--- src/rtl/ccff_pkg.sv ---
// Shared definitions for the configuration-chain loader: FSM state codes,
// CRC-16-CCITT constants and the bit-serial CRC next-value function.
// Optional feature macro: CCFF_READBACK_EN (adds the VERIFY state code).
package ccff_pkg;

  typedef logic [2:0] ccff_state_t;

  localparam ccff_state_t ST_IDLE   = 3'd0;
  localparam ccff_state_t ST_CLEAR  = 3'd1;
  localparam ccff_state_t ST_LOAD   = 3'd2;
  localparam ccff_state_t ST_DONE   = 3'd3;
`ifdef CCFF_READBACK_EN
  localparam ccff_state_t ST_VERIFY = 3'd4;
`endif

  localparam logic [15:0] CRC16_POLY = 16'h1021;
  localparam logic [15:0] CRC16_INIT = 16'hFFFF;

  // MSB-first CRC-16-CCITT update with one serial input bit
  function automatic logic [15:0] crc16_next(input logic [15:0] crc, input logic data);
    logic fb;
    fb = crc[15] ^ data;
    return {crc[14:0], 1'b0} ^ (fb ? CRC16_POLY : 16'h0000);
  endfunction

endpackage

--- src/rtl/ccff_crc16.sv ---
// Bit-serial CRC-16-CCITT accumulator with synchronous clear and enable.
// Only present when CCFF_READBACK_EN is defined; the default build has no CRC.
`ifdef CCFF_READBACK_EN
module ccff_crc16 import ccff_pkg::*; (
  input  logic        CK,
  input  logic        RSTN,
  input  logic        clear,
  input  logic        enable,
  input  logic        data,
  output logic [15:0] crc
);

  // Restart from the CCITT seed on clear, fold in one bit per enabled cycle
  always_ff @(posedge CK or negedge RSTN) begin
    if (!RSTN) begin
      crc <= CRC16_INIT;
    end else if (clear) begin
      crc <= CRC16_INIT;
    end else if (enable) begin
      crc <= crc16_next(crc, data);
    end
  end

endmodule
`endif

--- src/rtl/ccff_loader.sv ---
// Configuration-chain loader: clears a DFFR scan chain, streams bitstream
// words into it LSB first with zero-bubble word handoff, and optionally
// recirculates the chain once to compare a readback CRC against the load CRC.
// Optional feature macro: CCFF_READBACK_EN (VERIFY state, two CRC units,
// sticky verify_err); without it verify_err is tied low.
module ccff_loader import ccff_pkg::*; #(
  parameter int CHAIN_LEN = 64,
  parameter int WORD_W    = 8
) (
  input  logic              CK,
  input  logic              RSTN,
  input  logic              start,
  input  logic [WORD_W-1:0] din,
  input  logic              din_valid,
  output logic              din_ready,
  output logic              ccff_head,
  input  logic              ccff_tail,
  output logic              chain_ce,
  output logic              chain_rst,
  output logic              busy,
  output logic              done,
  output logic              verify_err
);

  localparam int CNT_W     = $clog2(CHAIN_LEN + 1);
  localparam int BUF_CNT_W = $clog2(WORD_W + 1);
  localparam logic [CNT_W-1:0] CHAIN_LEN_C = CNT_W'(CHAIN_LEN);

  ccff_state_t          state;
  logic [WORD_W-1:0]    word_buf;
  logic [BUF_CNT_W-1:0] buf_cnt;
  logic [CNT_W-1:0]     bits_left;
  logic [CNT_W-1:0]     unbuffered;
  logic [BUF_CNT_W-1:0] fill_cnt;
  logic                 shifting;
  logic                 accept;
  logic                 last_shift;

  // bits_left counts bits still to shift in LOAD (and cycles left in VERIFY);
  // unbuffered is what future words still have to supply.
  assign shifting   = (state == ST_LOAD) && (buf_cnt != '0);
  assign last_shift = shifting && (bits_left == CNT_W'(1));
  assign unbuffered = bits_left - CNT_W'(buf_cnt);

  // A buffer holding only the bit being shifted now counts as empty, so the
  // next word can be taken in the same cycle and streaming has no bubble.
  assign din_ready  = (state == ST_LOAD) && (buf_cnt <= BUF_CNT_W'(1)) && (unbuffered != '0);
  assign accept     = din_ready && din_valid;

  // A word's valid bit count is capped by what the chain still needs, which
  // discards the unused high bits of the final word.
  always_comb begin
    fill_cnt = BUF_CNT_W'(WORD_W);
    if (32'(unbuffered) < 32'(WORD_W)) begin
      fill_cnt = BUF_CNT_W'(unbuffered);
    end
  end

  assign chain_rst = (state == ST_CLEAR);
  assign busy      = (state != ST_IDLE);
  assign done      = (state == ST_DONE);

`ifdef CCFF_READBACK_EN
  logic        verifying;
  logic        verify_last;
  logic        crc_clear;
  logic        err_q;
  logic [15:0] crc_load;
  logic [15:0] crc_read;

  assign verifying   = (state == ST_VERIFY);
  assign verify_last = verifying && (bits_left == CNT_W'(1));
  assign crc_clear   = (state == ST_CLEAR);

  assign chain_ce  = (state == ST_CLEAR) || shifting || verifying;
  assign ccff_head = verifying ? ccff_tail : (shifting & word_buf[0]);

  ccff_crc16 u_crc_load (
    .CK     (CK),
    .RSTN   (RSTN),
    .clear  (crc_clear),
    .enable (shifting),
    .data   (ccff_head),
    .crc    (crc_load)
  );

  ccff_crc16 u_crc_read (
    .CK     (CK),
    .RSTN   (RSTN),
    .clear  (crc_clear),
    .enable (verifying),
    .data   (ccff_tail),
    .crc    (crc_read)
  );

  // Sticky mismatch flag: cleared by an accepted start, set on the last VERIFY
  // cycle using the readback CRC including the bit sampled in that cycle
  always_ff @(posedge CK or negedge RSTN) begin
    if (!RSTN) begin
      err_q <= 1'b0;
    end else if ((state == ST_IDLE) && start) begin
      err_q <= 1'b0;
    end else if (verify_last && (crc_load != crc16_next(crc_read, ccff_tail))) begin
      err_q <= 1'b1;
    end
  end

  assign verify_err = err_q;
`else
  logic unused_tail;

  assign unused_tail = ccff_tail;
  assign chain_ce    = (state == ST_CLEAR) || shifting;
  assign ccff_head   = shifting & word_buf[0];
  assign verify_err  = 1'b0;
`endif

  // Sequencer and word buffer: CLEAR one cycle, LOAD shifts CHAIN_LEN bits,
  // optional VERIFY recirculates CHAIN_LEN cycles, DONE pulses once
  always_ff @(posedge CK or negedge RSTN) begin
    if (!RSTN) begin
      state     <= ST_IDLE;
      word_buf  <= '0;
      buf_cnt   <= '0;
      bits_left <= '0;
    end else begin
      case (state)
        ST_IDLE: begin
          if (start) begin
            state <= ST_CLEAR;
          end
        end
        ST_CLEAR: begin
          state     <= ST_LOAD;
          bits_left <= CHAIN_LEN_C;
          buf_cnt   <= '0;
        end
        ST_LOAD: begin
          if (shifting) begin
            word_buf  <= word_buf >> 1;
            buf_cnt   <= buf_cnt - BUF_CNT_W'(1);
            bits_left <= bits_left - CNT_W'(1);
          end
          if (accept) begin
            word_buf <= din;
            buf_cnt  <= fill_cnt;
          end
          if (last_shift) begin
`ifdef CCFF_READBACK_EN
            state     <= ST_VERIFY;
            bits_left <= CHAIN_LEN_C;
`else
            state     <= ST_DONE;
`endif
          end
        end
`ifdef CCFF_READBACK_EN
        ST_VERIFY: begin
          bits_left <= bits_left - CNT_W'(1);
          if (bits_left == CNT_W'(1)) begin
            state <= ST_DONE;
          end
        end
`endif
        ST_DONE: begin
          state <= ST_IDLE;
        end
        default: begin
          state <= ST_IDLE;
        end
      endcase
    end
  end

endmodule

--- config.mk ---
export PLATFORM = sky130hd
export DESIGN_NAME = ccff_loader
export DESIGN_NICKNAME = d
export VERILOG_FILES = /design/src/rtl/ccff_pkg.sv /design/src/rtl/ccff_crc16.sv /design/src/rtl/ccff_loader.sv
export SDC_FILE = /design/constraint.sdc
export NUM_CORES = 1
export LEC_CHECK = 0
export BUFFER_PORTS_ARGS = -buffer_cell sky130_fd_sc_hd__buf_2
export CELL_PAD_IN_SITES_DETAIL_PLACEMENT = 1
export CELL_PAD_IN_SITES_GLOBAL_PLACEMENT = 1
export CORE_AREA = 5 5 67 69
export CTS_CLUSTER_SIZE = 25
export DETAILED_ROUTE_END_ITERATION = 12
export DIE_AREA = 0 0 72 74
export PLACE_DENSITY_LB_ADDON = 0.1
export SYNTH_ARGS = -nofsm -noshare
export SYNTH_HDL_FRONTEND = slang
export SYNTH_SLANG_ARGS = --single-unit
--- constraint.sdc ---
create_clock -name CK -period 3.3 [get_ports CK]
set_clock_uncertainty 0.1 [all_clocks]
set_input_delay 0.66 -clock CK [delete_from_list [all_inputs] [get_ports CK]]
set_output_delay 0.66 -clock CK [all_outputs]
set_load 0.05 [all_outputs]
==> summary.txt, run 1 <==
Outcome: complete, no violations
Area Growth Syn to Fin: 12.8%
Largest cells by area after synthesis: dfrtp_1 36%, ha_1 11%, mux2_2 11%
Largest net degree at the start of global routing: 22
Critical Path RT: 2540 ps
Syn Std Cell Area: 1470 um2
Yosys Warn Count: 0
Number of buffers and inverters on the critical path: 1
Finished Layout Cells: 209
Met2 WL: 1.69 mm
# port buffers: 17
Startpoint Class: register
RSZ-0062 raised after global routing: false
Post-synthesis async set-or-reset flop share: 1.00
Slew headroom: 0.580
HP Class: input pin to async pin
Finish-stage setup viols: 0
CP max-delay cell: dfrtp_1
Post-synth EDFFs: 0
Delay-heaviest family, CP: adder cells
Largest area contributor in the netlist: dfrtp_1
Register area share after synthesis: 0.358
Maxcap violations: 0
Pins Over Slew Limit: 0
CTS Sinks: 21
Final period util: 0.953
Die area: 5330 um2
CTS Buffer Depth: 2
Total CTS buffers: 3
CTS tree: built
First-pass DRT Iterations: 4
CP peak stage delay: 450 ps
Net Count, Synth: 167
Final core occ: 0.429
Synth top area share: 0.358
DR iter-0 viols: 35
Top Metal Used: met4
Die Wd: 72 um
Vert. Die Dim: 74 um
Core Area: 3860 um2
Tmin final: 3140 ps
Final hold viol count: 0
Yosys reg bits: 21
Antenna diodes: 0
H-tree levels: 1
Synth Instances: 140
Max Freq: 318 MHz
Met1 WL: 1.39 mm
Layout Nets: 187
Synth unique cells: 48
Clock transition at path regs: 80 ps
Global route overflow: 0
Routed WL per cell: 15.4 um
Reg2reg end: word_buf[6]
Antenna Nets Post-Route: 0
Vias in the first global route: 1158
VDD IR max: 0.000385 V
Vias/cell: 5.17
Vias after detailed routing: 1080
Synth top cells by count: 21 x dfrtp_1, 14 x mux2_2, 13 x ha_1, 13 x inv_1, 7 x nor2_1
CP Class: register to output port
Final WL: 3.21 mm
Crit end category: output port
Leakage dissipation: 0.787 nW
Final instance area: 1650 um2
WP data arrival: 2380 ps
Global Route Usage Sum: 0.128
Total power: 1.80 mW
Crit path cell chain: ha_1 -> fa_1 -> nand2b_1 -> a21oi_1 -> xnor2_1 -> nor3_1 -> a21oi_1 -> buf_4
Global-route wire length before repair: 5.35 mm
Root Buffer: clkbuf_8
Fraction of layout cells with a size suffix above 1: 0.283
DRC: 0
Syn Area/Cell: 10.5 um2
Crit Path Max Fanout: 5
Most instantiated library cell after synthesis: dfrtp_1
Reg2Reg Depth: 7
Ys flop type: dfrtp_1
# rows: 23
Placed cell count: 203
Placer's final routability congestion estimate: 0.806
Measured slew at the worst slew-check pin: 631 ps
Clk Latency, worst-skew pair: 260 ps
RR Startpoint: buf_cnt[0]
Starting Density: 0.380
Antenna violations before repair: 0
Post-DP HPWL: 2.52 mm
# IOs: 20
Reg-to-reg setup timing slack: 490 ps
Pwr/cell area: 1090 nW/um2
Critical path's most frequent cell: a21oi_1
Area after DPL: 1580 um2
Total negative slack: 0 ps
DR WL met3: 123 um
==> layout make-up <==
class | instances | area [um2]
Timing Repair Buffer | 20 | 110
Inverter | 13 | 48.8
Sequential cell | 21 | 526
Multi-Input combinational cell | 101 | 862
Clock buffer | 4 | 45.0
Fill cell | 451 | 2200
Tap cell | 50 | 62.6
==> worst max-delay path by stage <==
stage	startpoint	end	slack, ps	cells past startpoint
4_1_cts	buf_cnt[0]	din_ready	90	8
2_1_floorplan	bits_left[0]	din_ready	90	8
3_5_place_dp	buf_cnt[0]	din_ready	390	8
6_report	buf_cnt[0]	din_ready	160	8
5_1_grt	buf_cnt[0]	din_ready	6	8
3_3_place_gp	buf_cnt[0]	din_ready	420	8
==> power breakdown <==
part / switching (mW) / internal [mW] / total, mW
clock: 0.0800 / 0.0858 / 0.166
combinational: 0.666 / 0.495 / 1.16
sequential: 0.105 / 0.367 / 0.472
==> metrics by stage <==
| stage | hold slack, ps | worst slack (ps) |
|---|---|---|
| floorplan | 264 | 88.9 |
| global placement | 420 | 420 |
| detailed placement | 436 | 392 |
| CTS | 267 | 91.5 |
| global route | 300 | 5.87 |
| finish | 259 | 156 |
==> repair_timing <==
item	CTS	global route
resized for setup	0	3
endpoints found under the setup margin	0	1
buffers inserted	0	2
hold buffers	0	0
==> sequential cells by signal, summed over array words and instances, names as in the netlist <==
register / count
word_buf: 8
bits_left: 7
buf_cnt: 4
state: 2
==> cell families after synthesis <==
logic type	after synthesis	synth area share
AO/OA/AOI/OAI	25	0.132
multiplexers	17	0.128
other	1	0.00256
buffers and inverters	18	0.0589
adder cells (fa/ha/maj)	14	0.125
AND/OR/NAND/NOR	37	0.154
XOR/XNOR	7	0.0418
flip-flops	21	0.358
==> placed cells by master (no fill, tap or decap), drive strengths merged, types with 2 or more instances in the layout <==
cell type,n
nand2b,3
nor3,4
nor3b,2
mux2,14
or2,2
o22ai,2
inv,13
mux2i,3
nand3b,2
o21ai,4
nand3,4
ha,13
nand2,5
dfrtp,21
xor2,2
a21oi,4
xnor2,5
o31ai,2
nor4,2
clkbuf,4
nor2,7
buf,20
==> layer usage <==
layer / vias up / GRT usage
li1: 537 / -
met1: 524 / 0.151
met2: 17 / 0.242
met3: 2 / 0.0230
met4: 0 / 0.0313
met5: - / 0
Power figures use the tool's default switching activity.
==> run 2: changes to the inputs <==
--- a/config.mk
+++ b/config.mk
@@ -9,6 +9,7 @@
 export CELL_PAD_IN_SITES_DETAIL_PLACEMENT = 1
 export CELL_PAD_IN_SITES_GLOBAL_PLACEMENT = 1
 export CORE_AREA = 5 5 67 69
+export CTS_BUF_LIST = sky130_fd_sc_hd__clkbuf_16
 export CTS_CLUSTER_SIZE = 25
 export DETAILED_ROUTE_END_ITERATION = 12
 export DIE_AREA = 0 0 72 74
==> run 2 against run 1 <==
  * Critical path depth is the same
  * Die area is the same
  * Cell count shrank 0.96%
  * Register-to-register slack is essentially flat
  * Fmax grew 0.76%
  * Utilization grew 0.49 points
  * Sequential share of layout area shrank 0.36 points
  * First-iteration DRC count shrank 2.9%
==> summary.txt, run 2 (same netlist as run 1, synthesis figures left out) <==
Outcome: complete, no violations (unchanged)
VDD IR max: 0.000387 V (was 0.000385 V)
Crit path cell chain: ha_1 -> fa_1 -> nand2b_1 -> a21oi_1 -> xnor2_2 -> nor3_1 -> a21oi_1 -> buf_4 (was ha_1 -> fa_1 -> nand2b_1 -> a21oi_1 -> xnor2_1 -> nor3_1 -> a21oi_1 -> buf_4)
Most frequent cells in the layout: 21 x dfrtp_1, 16 x buf_2, 14 x inv_1, 14 x mux2_2, 13 x ha_1 (was 21 x dfrtp_1, 16 x buf_2, 14 x mux2_2)
WP data arrival: 2360 ps (was 2380 ps)
CTS Buffer Depth: 2 (unchanged)
Register area: 526 um2 (unchanged)
Starting Density: 0.380 (unchanged)
Antenna Nets Post-Route: 0 (unchanged)
Vias/cell: 5.17 (about the same)
Area Growth Syn to Fin: 14.1% (was 12.8%)
# IOs: 20 (unchanged)
Pins Over Slew Limit: 0 (unchanged)
Final hold viol count: 0 (unchanged)
# port buffers: 17 (unchanged)
Multi-input gate area: 862 um2 (unchanged)
Finish-stage setup viols: 0 (unchanged)
# rows: 23 (unchanged)
Final WL: 3.20 mm (was 3.21 mm)
Reg2Reg Depth: 7 (unchanged)
Clock transition at path regs: 60 ps (was 80 ps)
Tmin final: 3120 ps (was 3140 ps)
Vias in the first global route: 1154 (was 1158)
DR iter-0 viols: 34 (was 35)
Startpoint Class: register (unchanged)
Die area: 5330 um2 (unchanged)
Sequential Power Share: 0.254 (was 0.263)
Setup bufs post-CTS: 0 (unchanged)
CP peak stage delay: 440 ps (was 450 ps)
RSZ-0062 raised after global routing: false (unchanged)
Root Buffer: clkbuf_16 (was clkbuf_8)
Pwr/cell area: 1120 nW/um2 (was 1090 nW/um2)
Reg2reg end: word_buf[3] (was word_buf[6])
Max Freq: 320 MHz (was 318 MHz)
First-pass DRT Iterations: 4 (unchanged)
Crit end category: output port (unchanged)
Largest register FFs: 8 (unchanged)
Reg with most FFs: word_buf (unchanged)
HP Class: input pin to async pin (unchanged)
Vert. Die Dim: 74 um (unchanged)
Measured slew at the worst slew-check pin: 628 ps (was 631 ps)
CP Class: register to output port (unchanged)
Psw: 0.855 mW (was 0.851 mW)
# hold bufs at CTS: 0 (unchanged)
Fraction of layout cells with a size suffix above 1: 0.274 (was 0.283)
Crit Path Max Fanout: 5 (unchanged)
Maxcap violations: 0 (unchanged)
Layout Nets: 185 (was 187)
Routed WL per cell: 15.5 um (was 15.4 um)
Final period util: 0.946 (was 0.953)
Total CTS buffers: 3 (unchanged)
Int Power: 1.02 mW (was 0.948 mW)
Antenna violations before repair: 0 (unchanged)
Post-DP HPWL: 2.52 mm (unchanged)
H-tree levels: 1 (unchanged)
Critical Path RT: 2540 ps (about the same)
RR Startpoint: buf_cnt[0] (unchanged)
Reg-to-reg setup timing slack: 500 ps (was 490 ps)
Global route overflow: 0 (unchanged)
Critical path's most frequent cell: a21oi_1 (unchanged)
Final core occ: 0.434 (was 0.429)
Leakage dissipation: 0.801 nW (was 0.787 nW)
Post-CTS sizing: 0 (unchanged)
CP max-delay cell: dfrtp_1 (unchanged)
DRC: 0 (unchanged)
Core Area: 3860 um2 (unchanged)
Vias after detailed routing: 1071 (was 1080)
Logic pwr share: 0.611 (was 0.645)
CTS tree: built (unchanged)
Antenna diodes: 0 (unchanged)
Layout filler cell count: 455 (was 451)
Largest net degree at the start of global routing: 22 (unchanged)
Slew headroom: 0.581 (was 0.580)
Commonest non-fill, non-tap cell in the layout: dfrtp_1 (unchanged)
Placer's final routability congestion estimate: 0.806 (unchanged)
Total negative slack: 0 ps (unchanged)
CTS Sinks: 21 (unchanged)
Die Wd: 72 um (unchanged)
Top Registers: word_buf (8), bits_left (7), buf_cnt (4) (unchanged)
Global-route wire length before repair: 5.38 mm (was 5.35 mm)
Clk Latency, worst-skew pair: 250 ps (was 260 ps)
Global Route Usage Sum: 0.130 (was 0.128)
Net Sw Frac: 0.457 (was 0.473)
Clock power frac: 0.135 (was 0.092)
## run 2: layout make-up
type,count,area share
tap,50,0.0374
clock buffer,3,0.0449
timing repair buffer,18,0.0568
sequential,21,0.314
multi-input combinational,101,0.515
inverter,13,0.0292
clock inverter,1,0.00224
## run 2: per-stage QoR
stage	total power [mW]	instances	area, um2	worst slack (ps)	hold slack (ps)
floorplan	1.41	140	1470	88.9	264
global placement	1.58	203	1580	420	420
detailed placement	1.62	203	1580	392	436
CTS	1.88	207	1660	112	284
global route	2.05	207	1670	8.00	317
finish	1.87	207	1670	180	266
## run 2: worst max-delay path, delay by kind of cell, from the launching register on
family / cells / cell delay [ps]
XOR/XNOR: 1 / 170
AO/OA/AOI/OAI: 2 / 380
AND/OR/NAND/NOR: 2 / 240
buffers and inverters: 1 / 220
adder cells (fa/ha/maj): 2 / 650
flip-flops: 1 / 440
## run 2: metal layers
layer,vias up,routed length [um],track usage
met5,-,0,0
met3,2,103,0.0311
met1,521,1390,0.149
met4,0,13,0.0251
li1,533,-,-
met2,15,1690,0.245
## run 2: power groups by stage
stage | combinational [mW] | sequential, mW | clock (mW)
global placement | 1.11 | 0.471 | 0
CTS | 1.15 | 0.475 | 0.263
detailed placement | 1.14 | 0.479 | 0
global route | 1.28 | 0.492 | 0.272
finish | 1.14 | 0.475 | 0.253
floorplan | 0.969 | 0.439 | 0
## run 2: worst max-delay path by stage
stage                       from   endpoint  slack [ps]  cells after the start
floorplan           bits_left[0]  din_ready          90                      8
global placement      buf_cnt[0]  din_ready         420                      8
detailed placement    buf_cnt[0]  din_ready         390                      8
CTS                   buf_cnt[0]  din_ready         110                      8
global route        bits_left[0]  din_ready           8                      9
finish                buf_cnt[0]  din_ready         180                      8
==> run 3: changes to the inputs <==
--- a/config.mk
+++ b/config.mk
@@ -13,7 +13,7 @@
 export CTS_CLUSTER_SIZE = 25
 export DETAILED_ROUTE_END_ITERATION = 12
 export DIE_AREA = 0 0 72 74
-export PLACE_DENSITY_LB_ADDON = 0.1
+export PLACE_DENSITY = 0.7
 export SYNTH_ARGS = -nofsm -noshare
 export SYNTH_HDL_FRONTEND = slang
 export SYNTH_SLANG_ARGS = --single-unit
==> run 3 against run 2 <==
  * Cell area is 0.37% lower
  * Global-route usage increased by 1.1 points
  * Critical path depth increased by 1
  * Worst setup slack got worse by 53 ps
  * Die area unchanged
  * Via count grew 3.8%
  * Sequential cell count unchanged
  * Total power decreased by 0.14%
  * Hold slack worse by 10 ps
  * Critical endpoint unchanged
==> summary.txt, run 3 (same netlist as run 1, synthesis figures left out) <==
Startpoint Class: register (unchanged)
Pins Over Slew Limit: 0 (unchanged)
HP Class: input pin to async pin (unchanged)
Met3 Usage GRT: 0.0338 (was 0.0311)
DRC: 0 (unchanged)
Global Route Usage Sum: 0.140 (was 0.130)
Delay-heaviest family, CP: adder cells (unchanged)
# IOs: 20 (unchanged)
Critical Path RT: 2540 ps (about the same)
Core Area: 3860 um2 (unchanged)
WP data arrival: 2410 ps (was 2360 ps)
Routed WL per cell: 15.6 um (was 15.5 um)
CP Class: register to output port (unchanged)
Critical path's most frequent cell: a21oi_1 (unchanged)
Global-route wire length before repair: 5.73 mm (was 5.38 mm)
Finish-stage setup viols: 0 (unchanged)
Measured slew at the worst slew-check pin: 609 ps (was 628 ps)
GRT Max-Usage Layer: met2 (unchanged)
Crit path cell chain: inv_1 -> ha_1 -> fa_1 -> nand2b_1 -> a21oi_1 -> xnor2_1 -> nor3_1 -> a21oi_1 -> clkbuf_4 (was ha_1 -> fa_1 -> nand2b_1 -> a21oi_1 -> xnor2_2 -> nor3_1 -> a21oi_1 -> buf_4)
Reg2reg end: word_buf[0] (was word_buf[3])
Die Wd: 72 um (unchanged)
CTS tree: built (unchanged)
Crit Path Max Fanout: 5 (unchanged)
Antenna violations before repair: 0 (unchanged)
First-pass DRT Iterations: 4 (unchanged)
Layout Nets: 185 (unchanged)
Antenna diodes: 0 (unchanged)
Leakage dissipation: 0.794 nW (was 0.801 nW)
Reg with most FFs: word_buf (unchanged)
Pwr/cell area: 1120 nW/um2 (about the same)
Vias after detailed routing: 1112 (was 1071)
Vias/cell: 5.37 (was 5.17)
Layout filler cell count: 440 (was 455)
Final period util: 0.962 (was 0.946)
Setup bufs post-CTS: 0 (unchanged)
Total CTS buffers: 3 (unchanged)
Area Growth Syn to Fin: 13.7% (was 14.1%)
Tmin final: 3170 ps (was 3120 ps)
Global route overflow: 0 (unchanged)
CTS Buffer Depth: 2 (unchanged)
Commonest non-fill, non-tap cell in the layout: dfrtp_1 (unchanged)
Fraction of layout cells with a size suffix above 1: 0.274 (unchanged)
# port buffers: 17 (unchanged)
Largest register FFs: 8 (unchanged)
Max Freq: 315 MHz (was 320 MHz)
Outcome: complete, no violations (unchanged)
Slew headroom: 0.594 (was 0.581)
DR iter-0 viols: 49 (was 34)
Clock transition at path regs: 60 ps (about the same)
Top Registers: word_buf (8), bits_left (7), buf_cnt (4) (unchanged)
Met2 Usage GRT: 0.260 (was 0.245)
Most frequent cells in the layout: 21 x dfrtp_1, 16 x buf_2, 14 x mux2_2 (was 21 x dfrtp_1, 16 x buf_2, 14 x inv_1, 14 x mux2_2, 13 x ha_1)
Finished Layout Cells: 207 (unchanged)
Root Buffer: clkbuf_16 (unchanged)
Met1 GRT Util: 0.156 (was 0.149)
CP peak stage delay: 410 ps (was 440 ps)
RSZ-0062 raised after global routing: false (unchanged)
RR Startpoint: bits_left[0] (was buf_cnt[0])
Number of buffers and inverters on the critical path: 2 (was 1)
Final WL: 3.24 mm (was 3.20 mm)
Vias in the first global route: 1245 (was 1154)
Placed cell count: 203 (unchanged)
Largest net degree at the start of global routing: 22 (unchanged)
Die area: 5330 um2 (unchanged)
Reg2Reg Depth: 8 (was 7)
Crit end category: output port (unchanged)
Maxcap violations: 0 (unchanged)
Vert. Die Dim: 74 um (unchanged)
Final core occ: 0.432 (was 0.434)
H-tree levels: 1 (unchanged)
Antenna Nets Post-Route: 0 (unchanged)
# rows: 23 (unchanged)
Total negative slack: 0 ps (unchanged)
CTS Sinks: 21 (unchanged)
Placer's final routability congestion estimate: 0.805 (was 0.806)
VDD IR max: 0.000405 V (was 0.000387 V)
WHS: 255 ps (was 266 ps)
CP max-delay cell: fa_1 (was dfrtp_1)
Post-DP HPWL: 2.55 mm (was 2.52 mm)
Clk Latency, worst-skew pair: 260 ps (was 250 ps)
Final hold viol count: 0 (unchanged)
Starting Density: 0.380 (unchanged)
Reg-to-reg setup timing slack: 490 ps (was 500 ps)
run 3: what timing repair did:
action / 4_1_cts / 5_1_grt
endpoints found under the setup margin: 0 / 1
hold buffers: 0 / 0
gates resized for setup: 0 / 1
run 3: final cells by class:
type / instances / area [um2] / area share
Inverter: 13 / 48.8 / 0.0293
Multi-Input combinational cell: 101 / 855 / 0.513
Sequential cell: 21 / 526 / 0.315
Clock inverter: 1 / 5.00 / 0.00300
Clock buffer: 3 / 75.1 / 0.0450
Timing Repair Buffer: 18 / 95.1 / 0.0571
Tap cell: 50 / 62.6 / 0.0375
run 3: how the worst max path moves through the flow:
| stage | from | to | slack, ps | cells past startpoint |
|---|---|---|---|---|
| finish | bits_left[0] | din_ready | 130 | 9 |
| global route | bits_left[0] | din_ready | 3 | 9 |
| CTS | bits_left[0] | din_ready | 80 | 9 |
| detailed placement | bits_left[0] | din_ready | 370 | 9 |
| global placement | buf_cnt[0] | din_ready | 420 | 8 |
| floorplan | bits_left[0] | din_ready | 90 | 8 |
run 3: power by group:
part / switching (mW) / internal, mW
clock network: 0.0964 / 0.163
logic: 0.662 / 0.479
registers: 0.102 / 0.368
run 3: stage by stage:
stage	setup WS (ps)	cell area [um2]	power, mW
after global placement	419	1580	1.56
after CTS	77.8	1660	1.89
after floorplan	88.9	1470	1.41
final	127	1670	1.87
after global routing	2.65	1670	2.02
after detailed placement	371	1580	1.62
run 3: metal layers:
metal  wire, um  vias up
met5          0        -
met4         57        0
met3        122        5
met2       1670       25
met1       1390      545
li1           -      537
run 3: worst register-to-register path, cell delays in order (launching register included):
cell and delay, ps:
dfrtp_1 400, inv_1 90, ha_1 210, fa_1 410
xnor2_1 170, nand3b_4 170, or2_4 240, o31ai_4 510
mux2_2 410
